[src/rtl/alarm_scheduler_if.sv]
// Slot-programming bus between the clock's settings logic and the alarm scheduler.
interface alarm_scheduler_if #(
   parameter int NUM_SLOTS = 4
);
   localparam int SLOT_W = (NUM_SLOTS > 1) ? $clog2(NUM_SLOTS) : 1;

   logic              wr_en;
   logic [SLOT_W-1:0] wr_slot;
   logic [4:0]        wr_hour;
   logic [5:0]        wr_min;
   logic              wr_arm;
   logic              wr_err;

   modport master (output wr_en, wr_slot, wr_hour, wr_min, wr_arm, input wr_err);
   modport slave  (input wr_en, wr_slot, wr_hour, wr_min, wr_arm, output wr_err);
endinterface

[src/rtl/alarm_scheduler.sv]
// Multi-slot alarm scheduler: matches armed slots against time-of-day on each
// 1-second tick and sequences the ring / snooze / stop lifecycle.
module alarm_scheduler #(
   parameter int NUM_SLOTS       = 4,
   parameter int ALARM_DURATION  = 15,
   parameter int SNOOZE_DURATION = 30,
   parameter int MAX_SNOOZES     = 3,
   localparam int SLOT_W = (NUM_SLOTS > 1) ? $clog2(NUM_SLOTS) : 1,
   localparam int RING_W = $clog2(ALARM_DURATION + 1),
   localparam int SNZ_W  = $clog2(SNOOZE_DURATION + 1),
   localparam int USED_W = (MAX_SNOOZES > 0) ? $clog2(MAX_SNOOZES + 1) : 1
) (
   input  logic                 clk,
   input  logic                 reset,
   input  logic                 tick_1s,
   input  logic [4:0]           cur_hour,
   input  logic [5:0]           cur_min,
   input  logic [5:0]           cur_sec,
   input  logic                 al_on,
   input  logic                 stop,
   input  logic                 snooze,
   alarm_scheduler_if.slave     wr_bus,
   output logic                 alarm_ring,
   output logic [SLOT_W-1:0]    active_slot,
   output logic [1:0]           state,
   output logic [USED_W-1:0]    snooze_used,
   output logic [NUM_SLOTS-1:0] slot_armed
);
   localparam logic [1:0] IDLE     = 2'd0;
   localparam logic [1:0] RINGING  = 2'd1;
   localparam logic [1:0] SNOOZING = 2'd2;

   localparam logic [RING_W-1:0] RING_LOAD = RING_W'(ALARM_DURATION);
   localparam logic [SNZ_W-1:0]  SNZ_LOAD  = SNZ_W'(SNOOZE_DURATION);
   localparam logic [USED_W-1:0] USED_MAX  = USED_W'(MAX_SNOOZES);

   logic [4:0]        slot_hour [NUM_SLOTS];
   logic [5:0]        slot_min  [NUM_SLOTS];
   logic [RING_W-1:0] ring_cnt, ring_cnt_next;
   logic [SNZ_W-1:0]  snz_cnt, snz_cnt_next;
   logic [USED_W-1:0] snooze_used_next;
   logic [SLOT_W-1:0] active_slot_next;
   logic [1:0]        state_next;
   logic              stop_q, snooze_q;
   logic              stop_edge, snooze_edge;
   logic              match_hit;
   logic [SLOT_W-1:0] match_idx;
   logic              wr_valid;

   assign stop_edge   = stop & ~stop_q;
   assign snooze_edge = snooze & ~snooze_q;
   assign wr_valid    = (wr_bus.wr_hour <= 5'd23) && (wr_bus.wr_min <= 6'd59)
                        && (int'(wr_bus.wr_slot) < NUM_SLOTS);

   // Descending scan so the lowest matching slot is the one left standing.
   always_comb begin
      match_hit = 1'b0;
      match_idx = '0;
      for (int i = NUM_SLOTS - 1; i >= 0; i--) begin
         if (slot_armed[i] && slot_hour[i] == cur_hour && slot_min[i] == cur_min) begin
            match_hit = 1'b1;
            match_idx = SLOT_W'(i);
         end
      end
      match_hit = match_hit && al_on && tick_1s && (cur_sec == 6'd0);
   end

   always_comb begin
      state_next       = state;
      ring_cnt_next    = ring_cnt;
      snz_cnt_next     = snz_cnt;
      snooze_used_next = snooze_used;
      active_slot_next = active_slot;
      case (state)
         IDLE: begin
            if (match_hit) begin
               state_next       = RINGING;
               ring_cnt_next    = RING_LOAD;
               active_slot_next = match_idx;
               snooze_used_next = '0;
            end
         end
         RINGING: begin
            if (!al_on || stop_edge) begin
               state_next = IDLE;
            end else if (snooze_edge && snooze_used < USED_MAX) begin
               state_next       = SNOOZING;
               snz_cnt_next     = SNZ_LOAD;
               snooze_used_next = snooze_used + USED_W'(1);
            end else if (tick_1s) begin
               if (ring_cnt <= RING_W'(1)) state_next = IDLE;
               else                        ring_cnt_next = ring_cnt - RING_W'(1);
            end
         end
         SNOOZING: begin
            if (!al_on || stop_edge) begin
               state_next = IDLE;
            end else if (tick_1s) begin
               if (snz_cnt <= SNZ_W'(1)) begin
                  state_next    = RINGING;
                  ring_cnt_next = RING_LOAD;
               end else begin
                  snz_cnt_next = snz_cnt - SNZ_W'(1);
               end
            end
         end
         default: state_next = IDLE;
      endcase
   end

   // Edge-detect registers reset high so a button held through reset is inert.
   always_ff @(posedge clk or negedge reset) begin
      if (!reset) begin
         state       <= IDLE;
         alarm_ring  <= 1'b0;
         active_slot <= '0;
         snooze_used <= '0;
         ring_cnt    <= '0;
         snz_cnt     <= '0;
         stop_q      <= 1'b1;
         snooze_q    <= 1'b1;
      end else begin
         state       <= state_next;
         alarm_ring  <= (state_next == RINGING);
         active_slot <= active_slot_next;
         snooze_used <= snooze_used_next;
         ring_cnt    <= ring_cnt_next;
         snz_cnt     <= snz_cnt_next;
         stop_q      <= stop;
         snooze_q    <= snooze;
      end
   end

   always_ff @(posedge clk or negedge reset) begin
      if (!reset) begin
         wr_bus.wr_err <= 1'b0;
         slot_armed    <= '0;
         for (int i = 0; i < NUM_SLOTS; i++) begin
            slot_hour[i] <= '0;
            slot_min[i]  <= '0;
         end
      end else begin
         wr_bus.wr_err <= wr_bus.wr_en && !wr_valid;
         if (wr_bus.wr_en && wr_valid) begin
            slot_hour[wr_bus.wr_slot]  <= wr_bus.wr_hour;
            slot_min[wr_bus.wr_slot]   <= wr_bus.wr_min;
            slot_armed[wr_bus.wr_slot] <= wr_bus.wr_arm;
         end
      end
   end
endmodule

[src/flat_wrapper.sv]
// flat-port wrapper written by rule: the top's interface ports become plain ports
module alarm_scheduler_flat 
#(
   parameter int NUM_SLOTS       = 4,
   parameter int ALARM_DURATION  = 15,
   parameter int SNOOZE_DURATION = 30,
   parameter int MAX_SNOOZES     = 3,
   localparam int SLOT_W = (NUM_SLOTS > 1) ? $clog2(NUM_SLOTS) : 1,
   localparam int RING_W = $clog2(ALARM_DURATION + 1),
   localparam int SNZ_W  = $clog2(SNOOZE_DURATION + 1),
   localparam int USED_W = (MAX_SNOOZES > 0) ? $clog2(MAX_SNOOZES + 1) : 1
)
  (clk, reset, tick_1s, cur_hour, cur_min, cur_sec, al_on, stop, snooze, alarm_ring, active_slot, state, snooze_used, slot_armed, wr_bus_wr_en, wr_bus_wr_slot, wr_bus_wr_hour, wr_bus_wr_min, wr_bus_wr_arm, wr_bus_wr_err);
  alarm_scheduler_if #(.NUM_SLOTS(NUM_SLOTS)) wr_bus_i ();
  input  logic clk;
  input  logic reset;
  input  logic tick_1s;
  input  logic [4:0] cur_hour;
  input  logic [5:0] cur_min;
  input  logic [5:0] cur_sec;
  input  logic al_on;
  input  logic stop;
  input  logic snooze;
  output logic alarm_ring;
  output logic [SLOT_W-1:0] active_slot;
  output logic [1:0] state;
  output logic [USED_W-1:0] snooze_used;
  output logic [NUM_SLOTS-1:0] slot_armed;
  input wire logic [$bits(wr_bus_i.wr_en)-1:0] wr_bus_wr_en;
  input wire logic [$bits(wr_bus_i.wr_slot)-1:0] wr_bus_wr_slot;
  input wire logic [$bits(wr_bus_i.wr_hour)-1:0] wr_bus_wr_hour;
  input wire logic [$bits(wr_bus_i.wr_min)-1:0] wr_bus_wr_min;
  input wire logic [$bits(wr_bus_i.wr_arm)-1:0] wr_bus_wr_arm;
  output wire logic [$bits(wr_bus_i.wr_err)-1:0] wr_bus_wr_err;
  assign wr_bus_i.wr_en = wr_bus_wr_en;
  assign wr_bus_i.wr_slot = wr_bus_wr_slot;
  assign wr_bus_i.wr_hour = wr_bus_wr_hour;
  assign wr_bus_i.wr_min = wr_bus_wr_min;
  assign wr_bus_i.wr_arm = wr_bus_wr_arm;
  assign wr_bus_wr_err = wr_bus_i.wr_err;
  alarm_scheduler #(.NUM_SLOTS(NUM_SLOTS), .ALARM_DURATION(ALARM_DURATION), .SNOOZE_DURATION(SNOOZE_DURATION), .MAX_SNOOZES(MAX_SNOOZES)) u_core (.clk(clk), .reset(reset), .tick_1s(tick_1s), .cur_hour(cur_hour), .cur_min(cur_min), .cur_sec(cur_sec), .al_on(al_on), .stop(stop), .snooze(snooze), .wr_bus(wr_bus_i), .alarm_ring(alarm_ring), .active_slot(active_slot), .state(state), .snooze_used(snooze_used), .slot_armed(slot_armed));
endmodule
[config.mk]
export PLATFORM = sky130hd
export DESIGN_NAME = alarm_scheduler_flat
export DESIGN_NICKNAME = d
export VERILOG_FILES = /design/src/rtl/alarm_scheduler_if.sv /design/src/rtl/alarm_scheduler.sv /design/src/flat_wrapper.sv
export SDC_FILE = /design/constraint.sdc
export NUM_CORES = 1
export LEC_CHECK = 0
export CAP_MARGIN = 20
export CORE_ASPECT_RATIO = 2
export CORE_MARGIN = 3
export CORE_UTILIZATION = 59
export DETAILED_ROUTE_END_ITERATION = 10
export PLACE_DENSITY = 0.88
export SYNTH_ARGS = -nofsm -noshare
export SYNTH_HDL_FRONTEND = slang
export SYNTH_SLANG_ARGS = --single-unit
export TNS_END_PERCENT = 100
[constraint.sdc]
create_clock -name clk -period 5.6 [get_ports clk]
set_input_delay 1.12 -clock clk [delete_from_list [all_inputs] [get_ports clk]]
set_output_delay 1.12 -clock clk [all_outputs]
set_load 0.005 [all_outputs]
### Word level (Yosys, flattened, before mapping)

Cells that the tools add are included.

* register bits after elaboration: 67
* word-level logic and storage cells: 130

* add/sub/neg operators: 3
* order comparisons: 9
* equal/unequal tests: 21
* multiplexer cells: 45
* bitwise gates (word level): 5
* reduce and logical (&&, ||, !) cells: 29

Operator list (count)
* 2-to-1 mux 4 bit: 8
* 2-to-1 mux 2 bit: 15
* 2-to-1 mux 5 bit: 6
* bitwise mux 24 bit: 1
* equality test 6 bit: 4
* bitwise mux 20 bit: 1
* equality test 5 bit: 4
* logical AND 1 bit: 17
* inequality test 2 bit (second input constant): 7
* demux 6 bit (select 2 bit): 1
* case mux 4 bit (3 select lines): 1
* demux 5 bit (select 2 bit): 1
* case mux 5 bit (2 select lines): 1
* AND reduction 9 bit: 1
* <= comparator 6 bit (second input constant): 1
* logical NOT 6 bit: 1
* 2-to-1 mux 6 bit: 1
* inequality test 2 x 1 -> 1 bit (second input constant): 3
* case mux 2 bit (3 select lines): 1
* AND reduction 6 bit: 1
* <= comparator 5 x 1 -> 1 bit (second input constant): 1
* <= comparator 5 bit (second input constant): 1
* 2-to-1 mux 1 bit: 5
* subtractor 5 x 1 -> 5 bit (second input constant): 1
* 23 further kinds: 28

### Longest topological paths before layout

* depth in word-level cells: 13
* mapped depth: 7
* depth with buffers taken out: 7

### Worst setup path before layout

Ideal clock, no wire load.

* path type: input port to flip-flop
* start: in cur_min[2]
* end: reg u_core.snooze_used[0]
* setup time: 0.124 ns
* data arrival time: 2.188 ns
* required time: 5.476 ns
* setup slack: 3.288 ns
* stages: 6
* path buffers: 1
* cell sequence: buf_2 -> xnor2_1 -> nand4_1 -> nor3_2 -> nor4_4 -> o31a_1

* word-level cells in the longest chain between the ends: 11

RTL lines
* start, declared: RTL line flat_wrapper.sv:19 `input logic [5:0] cur_min;`
* equality test 6 bit: RTL line alarm_scheduler.sv:60 `if (slot_armed[i] && slot_hour[i] == cur_hour && slot_min[i] == cur_min) begin`
* logical AND 1 bit: RTL line alarm_scheduler.sv:60
* 2-to-1 mux 1 bit (3 in a row): RTL line alarm_scheduler.sv:60
* 2-to-1 mux 1 bit (*): RTL line alarm_scheduler.sv:60
* logical AND 1 bit (*) (3 in a row): RTL line alarm_scheduler.sv:65 `match_hit = match_hit && al_on && tick_1s && (cur_sec == 6'd0);`
* inequality test 2 x 1 -> 1 bit (no line) (*)
* AND reduction 4 bit (no line) (*)
* end signal, assigned: RTL line alarm_scheduler.sv:126 `snooze_used <= snooze_used_next;`
* end, declared: RTL line alarm_scheduler.sv:26 `output logic [USED_W-1:0] snooze_used,`

Every way passes the cells marked *; elsewhere a longest branch is shown, timed or not.
A chain may end at the register's enable or synchronous reset.

### Worst setup path in the final report

* start: in wr_bus_wr_min[4]
* end: reg u_core.slot_min[21] (netlist bit)

* word-level cells in the longest chain between the ends: 3

RTL lines
* start, declared: RTL line flat_wrapper.sv:32 `input wire logic [$bits(wr_bus_i.wr_min)-1:0] wr_bus_wr_min;`
* <= comparator 6 bit: RTL line alarm_scheduler.sv:52 `assign wr_valid = (wr_bus.wr_hour <= 5'd23) && (wr_bus.wr_min <= 6'd59)`
* logical AND 1 bit: RTL line alarm_scheduler.sv:52
* logical AND 1 bit: RTL line alarm_scheduler.sv:144 `if (wr_bus.wr_en && wr_valid) begin`
* end signal, assigned by index: RTL line alarm_scheduler.sv:146 `slot_min[wr_bus.wr_slot] <= wr_bus.wr_min;`
* end, declared: RTL line alarm_scheduler.sv:38 `logic [5:0] slot_min [NUM_SLOTS];`

No other way between the ends.

==> impl_results.html <==
<table>
<tr><th>Metric</th><th>Value</th></tr>
<tr><th colspan="2">Route</th></tr>
<tr><td>Mean routed wirelength per cell</td><td>roughly 20 µm</td></tr>
<tr><td>Number of remaining DRC errors</td><td>0</td></tr>
<tr><td>Detailed Route WL</td><td>between 8000 and 9000 µm</td></tr>
<tr><td>Detailed-routing iteration count for the pre-antenna-repair pass</td><td>4</td></tr>
<tr><td>Iteration-0 DRC count of the detailed router</td><td>105</td></tr>
<tr><td>Post-detailed-route count of antenna-violating nets</td><td>0</td></tr>
<tr><td>Via count</td><td>about 2500</td></tr>
<tr><td>Via density per instance</td><td>~6</td></tr>
<tr><th colspan="2">Synth</th></tr>
<tr><td>FFs w/ async S/R, synth</td><td>between 90% and 100%</td></tr>
<tr><td>EDFF count, synth</td><td>0</td></tr>
<tr><td>Most instantiated flip-flop cell in the synthesis netlist</td><td>dfrtp_1</td></tr>
<tr><td>Count of unique library cells instantiated by Yosys</td><td>between 40 and 50</td></tr>
<tr><td>Combined area of all synthesized cells</td><td>approximately 0.0035 mm²</td></tr>
<tr><td>Yosys warnings</td><td>0</td></tr>
<tr><td>Sequential cell area fraction in the yosys report</td><td>around half</td></tr>
<tr><td>Flop and latch count out of synthesis</td><td>67</td></tr>
<tr><td>Mapped Nets</td><td>340</td></tr>
<tr><td>Instance count of the mapped netlist</td><td>between 200 and 300</td></tr>
<tr><td>Mean Syn Cell Area</td><td>roughly 12 µm²</td></tr>
<tr><th colspan="2">Pwr</th></tr>
<tr><td>Highest ir drop seen on vdd</td><td>about 0.34 mV</td></tr>
<tr><td>Switching power summed over all nets</td><td>~0.36 mW</td></tr>
<tr><td>Switching power as a share of total power</td><td>25.6%</td></tr>
<tr><td>Pwr Density</td><td>328 mW/mm²</td></tr>
<tr><td>Design internal power</td><td>~1.0 mW</td></tr>
<tr><td>Clock network fraction of design power</td><td>a little under two fifths</td></tr>
<tr><td>Sequential group share of total power</td><td>44.7%</td></tr>
<tr><td>Reported leakage power</td><td>between 1.5 and 2 nW</td></tr>
<tr><td>Logic pwr share</td><td>~18%</td></tr>
<tr><th colspan="2">Global routing</th></tr>
<tr><td>Number of antenna violations at the first check in global routing</td><td>0</td></tr>
<tr><td>Maximum number of pins on one net before global-route repair</td><td>between 60 and 70</td></tr>
<tr><td>Grt met1 use</td><td>23.7%</td></tr>
<tr><td>Met2 global-route usage</td><td>just under 50%</td></tr>
<tr><td>Aggregate global-route resource usage</td><td>around a quarter</td></tr>
<tr><td>Global-route wire length before repair</td><td>13200 µm</td></tr>
<tr><td>Top Usage Layer GRT</td><td>met2</td></tr>
<tr><td>Leftover overflow at the end of global routing</td><td>0</td></tr>
<tr><td>Global Route met3 Usage</td><td>around 6.7%</td></tr>
<tr><td>Vias in the first global route</td><td>about 2800</td></tr>
<tr><th colspan="2">Cells and area</th></tr>
<tr><td>NumNets Final</td><td>386</td></tr>
<tr><td>Final Util</td><td>75.0%</td></tr>
<tr><td>Final design instance area without fill</td><td>roughly 0.0043 mm²</td></tr>
<tr><td>Area added between synthesis and finish</td><td>22.8%</td></tr>
<tr><td>Antenna Cells</td><td>0</td></tr>
<tr><td>Layout cells sized above 1</td><td>9.77%</td></tr>
<tr><th colspan="2">STA</th></tr>
<tr><td>Setup violators final</td><td>0</td></tr>
<tr><td>Count of final hold-check violations</td><td>0</td></tr>
<tr><td>Post-route clock skew</td><td>roughly 0.0035 ns</td></tr>
<tr><td>Setup TNS</td><td>0 ns</td></tr>
<tr><td>Final max-slew violation count</td><td>0</td></tr>
<tr><td>Worst Max-Slew Pin Slew</td><td>about 0.83 ns</td></tr>
<tr><td>Slew headroom</td><td>between 40 and 50%</td></tr>
<tr><td>Max Clk Rate</td><td>between 300 and 400 MHz</td></tr>
<tr><td>Clock period minus worst slack</td><td>roughly 3 ns</td></tr>
<tr><td>RSZ-0062 raised after global routing</td><td>no</td></tr>
<tr><td>Final period utilization</td><td>around 53%</td></tr>
<tr><th colspan="2">Floorplan</th></tr>
<tr><td>Number of core rows</td><td>39</td></tr>
<tr><td>Initial core utilization</td><td>between 60% and 70%</td></tr>
<tr><td>Number of top-level pins</td><td>50</td></tr>
<tr><td>Floorplan die width</td><td>60.4 µm</td></tr>
<tr><td>Overall die area</td><td>approximately 0.0069 mm²</td></tr>
<tr><td>Die Height</td><td>115 µm</td></tr>
<tr><td>Area of the core</td><td>0.00571 mm²</td></tr>
<tr><th colspan="2">Clock network</th></tr>
<tr><td>Post-cts repair resize count</td><td>0</td></tr>
<tr><td>CTS tree</td><td>yes</td></tr>
<tr><td>Maximum number of buffers from clock root to sink</td><td>2</td></tr>
<tr><td>Root buffer cell</td><td>clkbuf_16</td></tr>
<tr><td>Setup bufs post-CTS</td><td>0</td></tr>
<tr><td>Hold Buf Count CTS</td><td>0</td></tr>
<tr><td>H-tree levels</td><td>3</td></tr>
<tr><td>Clock insertion delay at the later pin of the skew report</td><td>about 0.33 ns</td></tr>
<tr><td>Clock buffers created by TritonCTS</td><td>9</td></tr>
<tr><td>Number of sinks handled by clock tree synthesis</td><td>between 60 and 70</td></tr>
<tr><td>Clock slew at reported path FFs</td><td>~0.050 ns</td></tr>
<tr><th colspan="2">Setup path</th></tr>
<tr><td>Length in cells of the worst reg-to-reg path</td><td>7</td></tr>
<tr><td>Capturing element type of the critical path</td><td>flip-flop</td></tr>
<tr><td>FF-to-FF Start</td><td>u_core.snz_cnt[1]</td></tr>
<tr><td>Endpoint of the worst-slack reg-to-reg timing path</td><td>u_core.snz_cnt[4]</td></tr>
<tr><td>Crit path to</td><td>u_core.slot_min[21]</td></tr>
<tr><td>Worst EP required</td><td>~5.8 ns</td></tr>
<tr><td>Critical Setup Path Class</td><td>input port to flip-flop</td></tr>
<tr><td>Worst setup SP type</td><td>input port</td></tr>
<tr><td>Critical path fanouts, max</td><td>8</td></tr>
<tr><td>Critical path startpoint</td><td>wr_bus_wr_min[4]</td></tr>
<tr><td>Arrival time at the worst endpoint</td><td>between 3 and 4 ns</td></tr>
<tr><td>Register-to-Register Setup Slack</td><td>3.63 ns</td></tr>
<tr><th colspan="2">Outcome</th></tr>
<tr><td>Result of the run</td><td>completed</td></tr>
<tr><th colspan="2">Place</th></tr>
<tr><td>HPWL after DPL</td><td>around 6000 µm</td></tr>
<tr><td>Dpl cell area</td><td>0.00397 mm²</td></tr>
<tr><td>Routability cong.</td><td>about 0.88</td></tr>
<tr><td>Count of buffers inserted at the top-level ports</td><td>a little under 50</td></tr>
<tr><th colspan="2">Worst hold path</th></tr>
<tr><td>Type of the tightest min-delay check</td><td>flip-flop to flip-flop</td></tr>
<tr><td>Hold Path Depth</td><td>1</td></tr>
<tr><th colspan="2">Run</th></tr>
<tr><td>Max Cap Viol</td><td>0</td></tr>
</table>
flip-flops by register name, indices dropped and copies added (netlist names):
register / count
u_core.wr_bus.wr_err: 1
u_core.active_slot: 2
u_core.slot_min: 24
u_core.alarm_ring: 1
u_core.ring_cnt: 4
u_core.stop_q: 1
u_core.snooze_q: 1
u_core.slot_hour: 20
u_core.snz_cnt: 5
u_core.state: 2
u_core.snooze_used: 2
u_core.slot_armed: 4
power groups by stage:
stage / clock network [mW] / logic, mW / registers (mW)
final: 0.520 / 0.255 / 0.627
after global routing: 0.552 / 0.277 / 0.635
after CTS: 0.533 / 0.254 / 0.625
after detailed placement: 0 / 0.249 / 0.632
after global placement: 0 / 0.241 / 0.625
after floorplan: 0 / 0.159 / 0.617
logic make-up (layout without fill, tap and decap cells):
group | after synthesis | in the layout | share of synthesized area, %
AO/OA/AOI/OAI | 31 | 31 | 6.60
XOR/XNOR | 48 | 48 | 12.1
adder cells (fa/ha/maj) | 5 | 5 | 1.79
buffers and inverters | 29 | 80 | 3.77
flip-flops | 67 | 67 | 48.2
multiplexers | 48 | 48 | 15.5
AND/OR/NAND/NOR | 69 | 69 | 12.1
critical path, stage by stage:
cell	delay, ns
clkdlybuf4s50_1	0.48
nand4_1	0.22
nand3_1	0.14
nor3_1	0.54
buf_4	0.31
mux2_1	0.35
worst min path at each step:
stage                      endpoint  slack (ns)            startpoint
3_5_place_dp   u_core.slot_hour[16]        0.50  u_core.slot_hour[16]
6_report        u_core.slot_min[13]        0.50   u_core.slot_min[13]
4_1_cts         u_core.slot_min[13]        0.51   u_core.slot_min[13]
3_3_place_gp   u_core.slot_hour[13]        0.49  u_core.slot_hour[13]
2_1_floorplan  u_core.slot_hour[10]        0.48  u_core.slot_hour[10]
5_1_grt        u_core.slot_hour[13]        0.53  u_core.slot_hour[13]
Yosys cell counts (all sizes together), types with 9 or more instances:
master,instances,area share [%]
nand2,9,0.97
nor3,9,2.0
inv,11,1.2
mux2,48,16
xnor2,48,12
nand4,18,3.2
dfrtp,65,47
nor2,9,0.97
buf,17,2.5
layout by cell type, fill, tap and decap left out, types with 3 or more instances in the layout:
cell and count:
a21oi_1 3, xnor2_1 48, o21ai_1 4, nand2b_1 4, nor2_1 9, o21bai_1 3, nand2_1 9, a211oi_1 3
nand3_1 5, nor3_1 4, nor3_2 5, clkbuf_8 3, nand4_1 18, dfrtp_1 65, mux2_1 48, ha_1 5
clkdlybuf4s50_1 48, inv_1 10, or3_1 3, clkbuf_16 9
cell type report:
| class | instances | area [µm²] |
|---|---|---|
| clock buffers | 14 | 274 |
| clock inverters | 2 | 10.0 |
| fillers | 374 | 1430 |
| inverters | 11 | 41.3 |
| multi-input cells | 201 | 1680 |
| flip-flops and latches | 67 | 1680 |
| well taps | 61 | 76.3 |
| repair buffers | 53 | 523 |
per-layer routing:
metal / vias to the layer above / routed length (µm)
li1: 1146 / -
met2: 82 / 4790
met3: 35 / 339
met4: 0 / 448
met5: - / 0
met1: 1231 / 2630
stage by stage:
stage	setup slack, ns	total power, mW	instances	hold slack, ns
after floorplan	3.29	0.776	297	0.480
after global placement	2.24	0.867	391	0.490
after detailed placement	2.19	0.882	391	0.496
after CTS	2.51	1.41	407	0.509
after global routing	2.56	1.46	409	0.529
final	2.65	1.40	409	0.503
No activity file was read; power rests on OpenSTA's default activity.
